==> config.mk <==
export PLATFORM = sky130hd
export DESIGN_NAME = tanh_lut_loader_flat
export DESIGN_NICKNAME = d
export VERILOG_FILES = /design/src/rtl/tanh_lut_loader_if.sv /design/src/rtl/tanh_lut_loader.sv /design/src/flat_wrapper.sv
export SDC_FILE = /design/constraint.sdc
export NUM_CORES = 1
export LEC_CHECK = 0
export CAP_MARGIN = 20
export CORE_MARGIN = 2
export CORE_UTILIZATION = 45
export DETAILED_ROUTE_END_ITERATION = 10
export REMOVE_ABC_BUFFERS = 1
export SYNTH_ARGS = -nofsm -noshare
export SYNTH_HDL_FRONTEND = slang
export SYNTH_SLANG_ARGS = --single-unit
==> constraint.sdc <==
create_clock -name clk -period 2.6 [get_ports clk]
set_input_delay 0.26 -clock clk [delete_from_list [all_inputs] [get_ports clk]]
set_output_delay 0.26 -clock clk [all_outputs]
set_load 0.02 [all_outputs]
==> src/rtl/tanh_lut_loader_if.sv <==
// Sample stream into the tanh table loader: valid/ready handshake carrying
// one signed table entry per beat.
interface tanh_lut_loader_if #(
    parameter int DATA_W = 8
);
    logic              in_valid;
    logic [DATA_W-1:0] in_data;
    logic              in_ready;

    modport master (output in_valid, output in_data, input  in_ready);
    modport slave  (input  in_valid, input  in_data, output in_ready);
endinterface

==> src/rtl/tanh_lut_loader.sv <==
// Run-time loader for the 17-entry piecewise-linear tanh table, with a base/next read port.
// Optional macro TANH_LUT_MONOTONIC_CHECK_EN aborts a load on a decreasing sample.
module tanh_lut_entry #(
    parameter int DATA_W = 8
) (
    input  logic              clk,
    input  logic              rst,
    input  logic              we,
    input  logic [DATA_W-1:0] d,
    output logic [DATA_W-1:0] q
);
    always_ff @(posedge clk) begin
        if (!rst)    q <= '0;
        else if (we) q <= d;
    end
endmodule

module tanh_lut_loader #(
    parameter int DATA_W = 8,
    parameter int ADDR_W = 4
) (
    input  logic                clk,
    input  logic                rst,
    input  logic                start,
    tanh_lut_loader_if.slave    s,
    output logic                busy,
    output logic                table_valid,
    output logic                err,
    output logic [ADDR_W:0]     load_count,
    input  logic [ADDR_W-1:0]   rd_address,
    output logic [DATA_W-1:0]   base,
    output logic [DATA_W-1:0]   next_data
);
    localparam int DEPTH = (1 << ADDR_W) + 1;
    localparam int LCW   = ADDR_W + 1;

    typedef enum logic {IDLE = 1'b0, LOAD = 1'b1} state_t;

    state_t                        state_q;
    logic [LCW-1:0]                load_count_q;
    logic                          table_valid_q;
    logic                          ready_q;
    logic                          busy_q;
    logic [DEPTH-1:0][DATA_W-1:0]  entries;
    logic [DEPTH-1:0]              wr_en;
    logic                          accept;
    logic                          mono_fail;
    logic                          beat_ok;
    logic [LCW-1:0]                base_idx;
    logic [LCW-1:0]                next_idx;

    // start wins over a same-cycle beat: the beat is handshaken but dropped
    assign accept  = (state_q == LOAD) && s.in_valid && !start;
    assign beat_ok = accept && !mono_fail;

`ifdef TANH_LUT_MONOTONIC_CHECK_EN
    logic                 err_q;
    logic [LCW-1:0]       prev_idx;
    logic [DATA_W-1:0]    prev_entry;

    assign prev_idx   = load_count_q - 1'b1;
    assign prev_entry = (load_count_q == '0) ? '0 : entries[prev_idx];
    assign mono_fail  = accept && (load_count_q != '0) &&
                        ($signed(s.in_data) < $signed(prev_entry));
    assign err        = err_q;

    always_ff @(posedge clk) begin
        if (!rst) begin
            err_q <= 1'b0;
        end else if (state_q == IDLE) begin
            if (start) err_q <= 1'b0;
        end else if (mono_fail) begin
            err_q <= 1'b1;
        end
    end
`else
    assign mono_fail = 1'b0;
    assign err       = 1'b0;
`endif

    for (genvar i = 0; i < DEPTH; i++) begin : g_entry
        assign wr_en[i] = beat_ok && (load_count_q == LCW'(i));
        tanh_lut_entry #(.DATA_W(DATA_W)) u_entry (
            .clk (clk),
            .rst (rst),
            .we  (wr_en[i]),
            .d   (s.in_data),
            .q   (entries[i])
        );
    end

    always_ff @(posedge clk) begin
        if (!rst) begin
            state_q       <= IDLE;
            load_count_q  <= '0;
            table_valid_q <= 1'b0;
            ready_q       <= 1'b0;
            busy_q        <= 1'b0;
        end else begin
            case (state_q)
                IDLE: begin
                    if (start) begin
                        state_q       <= LOAD;
                        load_count_q  <= '0;
                        table_valid_q <= 1'b0;
                        ready_q       <= 1'b1;
                        busy_q        <= 1'b1;
                    end
                end
                LOAD: begin
                    if (start) begin
                        load_count_q <= '0;
                    end else if (mono_fail) begin
                        state_q <= IDLE;
                        ready_q <= 1'b0;
                        busy_q  <= 1'b0;
                    end else if (beat_ok) begin
                        load_count_q <= load_count_q + 1'b1;
                        // table becomes visible on the same edge as the last write
                        if (load_count_q == LCW'(DEPTH - 1)) begin
                            state_q       <= IDLE;
                            table_valid_q <= 1'b1;
                            ready_q       <= 1'b0;
                            busy_q        <= 1'b0;
                        end
                    end
                end
                default: state_q <= IDLE;
            endcase
        end
    end

    assign s.in_ready  = ready_q;
    assign busy        = busy_q;
    assign table_valid = table_valid_q;
    assign load_count  = load_count_q;

    // index DEPTH-1 is reachable only as next_data; no wrap
    assign base_idx  = {1'b0, rd_address};
    assign next_idx  = base_idx + 1'b1;
    assign base      = table_valid_q ? entries[base_idx] : '0;
    assign next_data = table_valid_q ? entries[next_idx] : '0;
endmodule

==> src/flat_wrapper.sv <==
// flat-port wrapper written by rule: the top's interface ports become plain ports
module tanh_lut_loader_flat 
#(
    parameter int DATA_W = 8,
    parameter int ADDR_W = 4
)
  (clk, rst, start, busy, table_valid, err, load_count, rd_address, base, next_data, s_in_valid, s_in_data, s_in_ready);
  tanh_lut_loader_if #(.DATA_W(DATA_W)) s_i ();
  input  logic clk;
  input  logic rst;
  input  logic start;
  output logic busy;
  output logic table_valid;
  output logic err;
  output logic [ADDR_W:0] load_count;
  input  logic [ADDR_W-1:0] rd_address;
  output logic [DATA_W-1:0] base;
  output logic [DATA_W-1:0] next_data;
  input wire logic [$bits(s_i.in_valid)-1:0] s_in_valid;
  input wire logic [$bits(s_i.in_data)-1:0] s_in_data;
  output wire logic [$bits(s_i.in_ready)-1:0] s_in_ready;
  assign s_i.in_valid = s_in_valid;
  assign s_i.in_data = s_in_data;
  assign s_in_ready = s_i.in_ready;
  tanh_lut_loader #(.DATA_W(DATA_W), .ADDR_W(ADDR_W)) u_core (.clk(clk), .rst(rst), .start(start), .s(s_i), .busy(busy), .table_valid(table_valid), .err(err), .load_count(load_count), .rd_address(rd_address), .base(base), .next_data(next_data));
endmodule
---- After elaboration in Yosys (flattened, before gate mapping) ----
Cells that the tools add are included.
storage, ports and cells
  register bits ........................... 144
  latch bits .............................. 0
  bits in writable memories ............... 0
  ROM bits ................................ 0
  input port bits ......................... 16
  output and inout port bits .............. 25
  memories ................................ 0
cells by class
  add/sub/neg operators ................... 2
  multiply operators ...................... 0
  divide/modulo/power cells ............... 0
  order comparisons ....................... 2
  equality and inequality tests ........... 21
  shift-type cells ........................ 0
  muxes and demuxes ....................... 25
  bitwise logic cells ..................... 1
  reduce and logical (&&, ||, !) cells .... 23
operator list
  cell                   count
  $bmux W8 S5            1
  $eq A5 B4 Y1 const B   8
  $bmux W8 S4            1
  $mux W8                4
  $eq A5 B3 Y1 const B   4
  $logic_and A1 B1 Y1    19
  $mux W5                3
  $mux W1                12
  $eq A5 B2 Y1 const B   2
  $pmux W5 S2            1
  $ne A2 B2 Y1 const B   4
  $lt A4 B6 Y1 const B   1
  $lt A5 B6 Y1 const B   1
  $pmux W1 S2            3
  $add A4 B1 Y5 const B  1
  $add A5 B1 Y5 const B  1
  $eq A5 B1 Y1 const B   1
  $eq A5 B5 Y1 const B   1
  $logic_not A5 Y1       1
  $reduce_and A4 Y1      1
  $ne A3 B3 Y1 const B   1
  $reduce_and A2 Y1      1
  $logic_not A1 Y1       1
  $not A1 Y1             1

---- Depth between registers and ports, before layout ----
Gate-level depths: netlist (run 1).
  depth in word-level cells ............... 5
  gate-level depth with buffers ........... 8
  depth with buffers taken out ............ 6

---- Cells and area by module ----
From an unflattened synthesis (run 1), not the netlist that was laid out.
unflattened totals
  cells, all modules ...................... 696
  area total of the unflattened synthesis .. 8039.0 µm²
modules (own cells, without submodules)
  module           times used  cells an instance  area an instance (µm²)  seq. area each (µm²)
  tanh_lut_entry   17          25                 301.5                   160.2
  tanh_lut_loader  1           271                2912.8                  160.2

---- Least setup slack after synthesis (run 1) ----
No wires, ideal clock.
  path type ............................... input -> output
  from .................................... in rd_address[0]
  to ...................................... out next_data[0]
  arrival time ............................ 1.909 ns
  slack ................................... 0.431 ns
  cell stages on the path ................. 8
  buffers on the path ..................... 3
  path through ............................ ha_1 -> buf_4 -> buf_8 -> buf_12 -> mux2i_1 -> mux4_1 -> nor3b_1 -> a211o_1
between the ends
  longest elaborated chain between the ends .. 4
ends and longest elaborated chain
  item                           RTL line                RTL
  from (decl)                    flat_wrapper.sv:16      input logic [ADDR_W-1:0] rd_address;
  $add A4 B1 Y5                  tanh_lut_loader.sv:140  assign next_idx = base_idx + 1'b1;
  $bmux W8 S5                    tanh_lut_loader.sv:142  assign next_data = table_valid_q ? entries[next_idx] : '0;
  $mux W8 (not written as such)  tanh_lut_loader.sv:142
  $mux W8                        tanh_lut_loader.sv:142
  to (decl)                      flat_wrapper.sv:18      output logic [DATA_W-1:0] next_data;
No other way between the ends. The select of a mux whose other input is x is not followed.

---- Worst setup path after layout (run 1) ----
  from .................................... in rd_address[1]
  to ...................................... out next_data[3]
Same word-level chain as after synthesis.

==> out/summary.txt, run 1 <==
CTS Buf Count - 17
Sequential cell area - 2880 um2
Synth warn - 0
DRC Markers - 0
Grt ovf - 0
Number of global-route vias before repair - 5,685
Max-slew headroom - 51.1%
Hold_ws - 0.393 ns
Reg2reg end - u_core.g_entry[15].u_entry.q[4]$_SDFFE_PN0P_
WP data arrival - 2.30 ns
Peak Freq - 0.390 GHz
DR vias/cell - 5.76
Crit path launch type - primary input
Crit Path Class - in2out
RSZ-0062 raised after global routing - yes
Worst path required time - 2.34 ns
Die Y - 137 um
Fillers - 1,481
Layout cells sized above 1 - 19.8%
Final nets - 767
#FFs+latches synth - 144
Clock Tree Buf Depth - 2
R2r setup slk - 0.67 ns
Crit-path max FO - 6
PwrDens - 527 nW/um2
Wire length per cell - 22.0 um
Fin crit share - 98.6%
Clock Sinks - 144
Routed vias - 5,622
Post-synthesis sequential area ratio - 36.1%
H-tree Lvls - 4
Reg2reg path depth - 6
Largest net degree at the start of global routing - 59
Measured slew at the worst slew-check pin - 0.731 ns
Final core utilization - 54.2%
First DRT Iteration DRCs - 317
Placed cell areas - 8670 um2
Most frequent cells in the layout - 160 x mux2i_1, 144 x dfxtp_1, 133 x nor2b_1
ANT nets after route - 0
Die width - 137 um
MaxCap Viol Count - 0
Final hold violation count - 0
CTS root buf - clkbuf_16
Hold_sp - rst
Core ar. - 17,300 um2
Setup_tns - 0 ns
Worst hold path type - in2reg
Port bufs - 39
Synthesized instance count - 712
Worst slack at placement - -0.645 ns
I/O pin count - 41
Final slew viol count - 0
Hold_buf cts - 0
TritonRoute pass-1 iters - 4
Cell area after layout - 9370 um2
Post-Synthesis Cell Area - 7980 um2
Skew final - 0.00385 ns
Clock latency on the worst-skew pair - 0.42 ns
Yosys cell types - 41
Hold depth - 2
Commonest non-fill, non-tap cell in the layout - mux2i_1
CTS tree - built
Worst R2R Start - u_core.load_count[0]$_SDFFE_PN0P_
First-pass GRT wire length - 33,100 um
WHS Endpoint - u_core.g_entry[7].u_entry.q[6]$_SDFFE_PN0P_
Diode count - 0
Placer Congestion - 0.882
# rows - 48
Initial antenna violation count - 0
Worst Setup Slack, final - 0.0358 ns
Capturing element type of the critical path - output port
Drt total wl - 21,400 um
Min cycle time layout - 2.56 ns
Area of the die - 18,800 um2
Area grow syn2layout - 17.4%
Syn_area_per_cell - 11.2 um2
VDD IR max - 0.467 mV
Final setup violation count - 0
Lkg Pwr - 0.00417 uW
Area occupied by multi-input gates - 4800 um2
Clk slew on worst S/H paths - 0.06 ns
DP HPWL - 14,200 um
Status - completed
Starting Density - 46.2%
GRT Total Usage - 23.9%
power by group:
| part | leakage (uW) | total [uW] | switching [uW] | internal, uW |
|---|---|---|---|---|
| Sequential | 0.00116 | 2220 | 7.56 | 2220 |
| Combinational | 0.00276 | 481 | 244 | 237 |
| Clock | 0.000253 | 2230 | 879 | 1350 |
metal layers:
layer	vias up	GRT usage, %	share of wire, %
met3	33	5.15	4.2
met5	-	0	0
li1	2626	-	-
met4	0	8.59	2.2
met1	2809	32.2	47
met2	154	38.1	47
kinds of logic after synthesis:
kind of cell    Yosys count  share of synthesized area (%)
flops                   144                           36.1
simple gates            213                           16.2
other cells               1                         0.0470
fa+ha+maj                 6                          0.940
mux                     217                           36.3
buf+inv                  70                           4.56
compound gates           56                           5.00
xor+xnor                  5                          0.784
sequential cells by signal, indices dropped and copies added (netlist names):
| name | cells |
|---|---|
| u_core.state_q | 1 |
| u_core.g_entry.u_entry.q | 136 |
| u_core.s.in_ready | 1 |
| u_core.table_valid | 1 |
| u_core.load_count | 5 |
cell usage after synthesis, drive strengths merged:
cell type	instances	area [um2]
a211o	8	70.1
a211oi	1	7.51
a21boi	17	128
a21oi	12	60.1
a22oi	16	120
and2	3	18.8
and3	2	12.5
and3b	1	8.76
and4	1	8.76
buf	26	199
clkbuf	39	146
conb	1	3.75
dfxtp	144	2880
ha	6	75.1
inv	5	18.8
mux2	1	15.0
mux2i	160	1600
mux4	56	1280
nand2	38	143
nand2b	1	6.26
nand3	12	110
nand4	5	50.1
nor2	7	26.3
nor2b	133	832
nor3b	8	60.1
nor4bb	1	10.0
o21ai	1	5.00
o221ai	1	8.76
or2b	1	8.76
xnor2	2	17.5
xor2	3	45.1
final cells by class:
type	count	area share [%]
inverter	5	0.200
multi-input combinational	498	51.2
timing repair buffer	79	9.33
sequential	144	30.8
tap	225	3.00
clock buffer	23	5.10
clock inverter	2	0.374
stage by stage:
step | power (uW) | instances
6_report | 4930 | 976
5_1_grt | 5100 | 976
4_1_cts | 4940 | 972
3_5_place_dp | 2690 | 945
3_3_place_gp | 2690 | 945
2_1_floorplan | 2470 | 647
worst max path at each step:
stage,from,end,slack (ns)
after global placement,rd_address[1],next_data[3],-0.63
final,rd_address[1],next_data[3],0.04
after CTS,rd_address[0],base[6],0.005
after floorplan,u_core.load_count[4]$_SDFFE_PN0P_,u_core.g_entry[6].u_entry.q[0]$_SDFFE_PN0P_,-1.09
after detailed placement,rd_address[1],next_data[1],-0.64
after global routing,rd_address[1],next_data[0],-0.02
critical path: stages:
cell and delay (ns):
clkdlybuf4s15_2 0.22, ha_4 0.41, clkbuf_16 0.20, mux4_2 0.50, nand2_1 0.08, a21oi_1 0.08, a211o_1 0.28, clkdlybuf4s15_2 0.26
what timing repair did:
action                                  CTS  global route
gates resized for setup                  33            19
buffers inserted                          0             2
pin swaps                                 1             1
endpoints found under the setup margin   15             9
hold endpoints to repair                  0             0
cloned                                    2             2
Note: power is estimated with default switching activity, not from simulation.
==> inputs of run 2 (changes only) <==
--- a/config.mk
+++ b/config.mk
@@ -10,6 +10,7 @@
 export CORE_UTILIZATION = 45
 export DETAILED_ROUTE_END_ITERATION = 10
 export REMOVE_ABC_BUFFERS = 1
+export SLEW_MARGIN = 20
 export SYNTH_ARGS = -nofsm -noshare
 export SYNTH_HDL_FRONTEND = slang
 export SYNTH_SLANG_ARGS = --single-unit
==> results of run 2 <==
Final layout, timing and power as in run 1 (identical DEF).
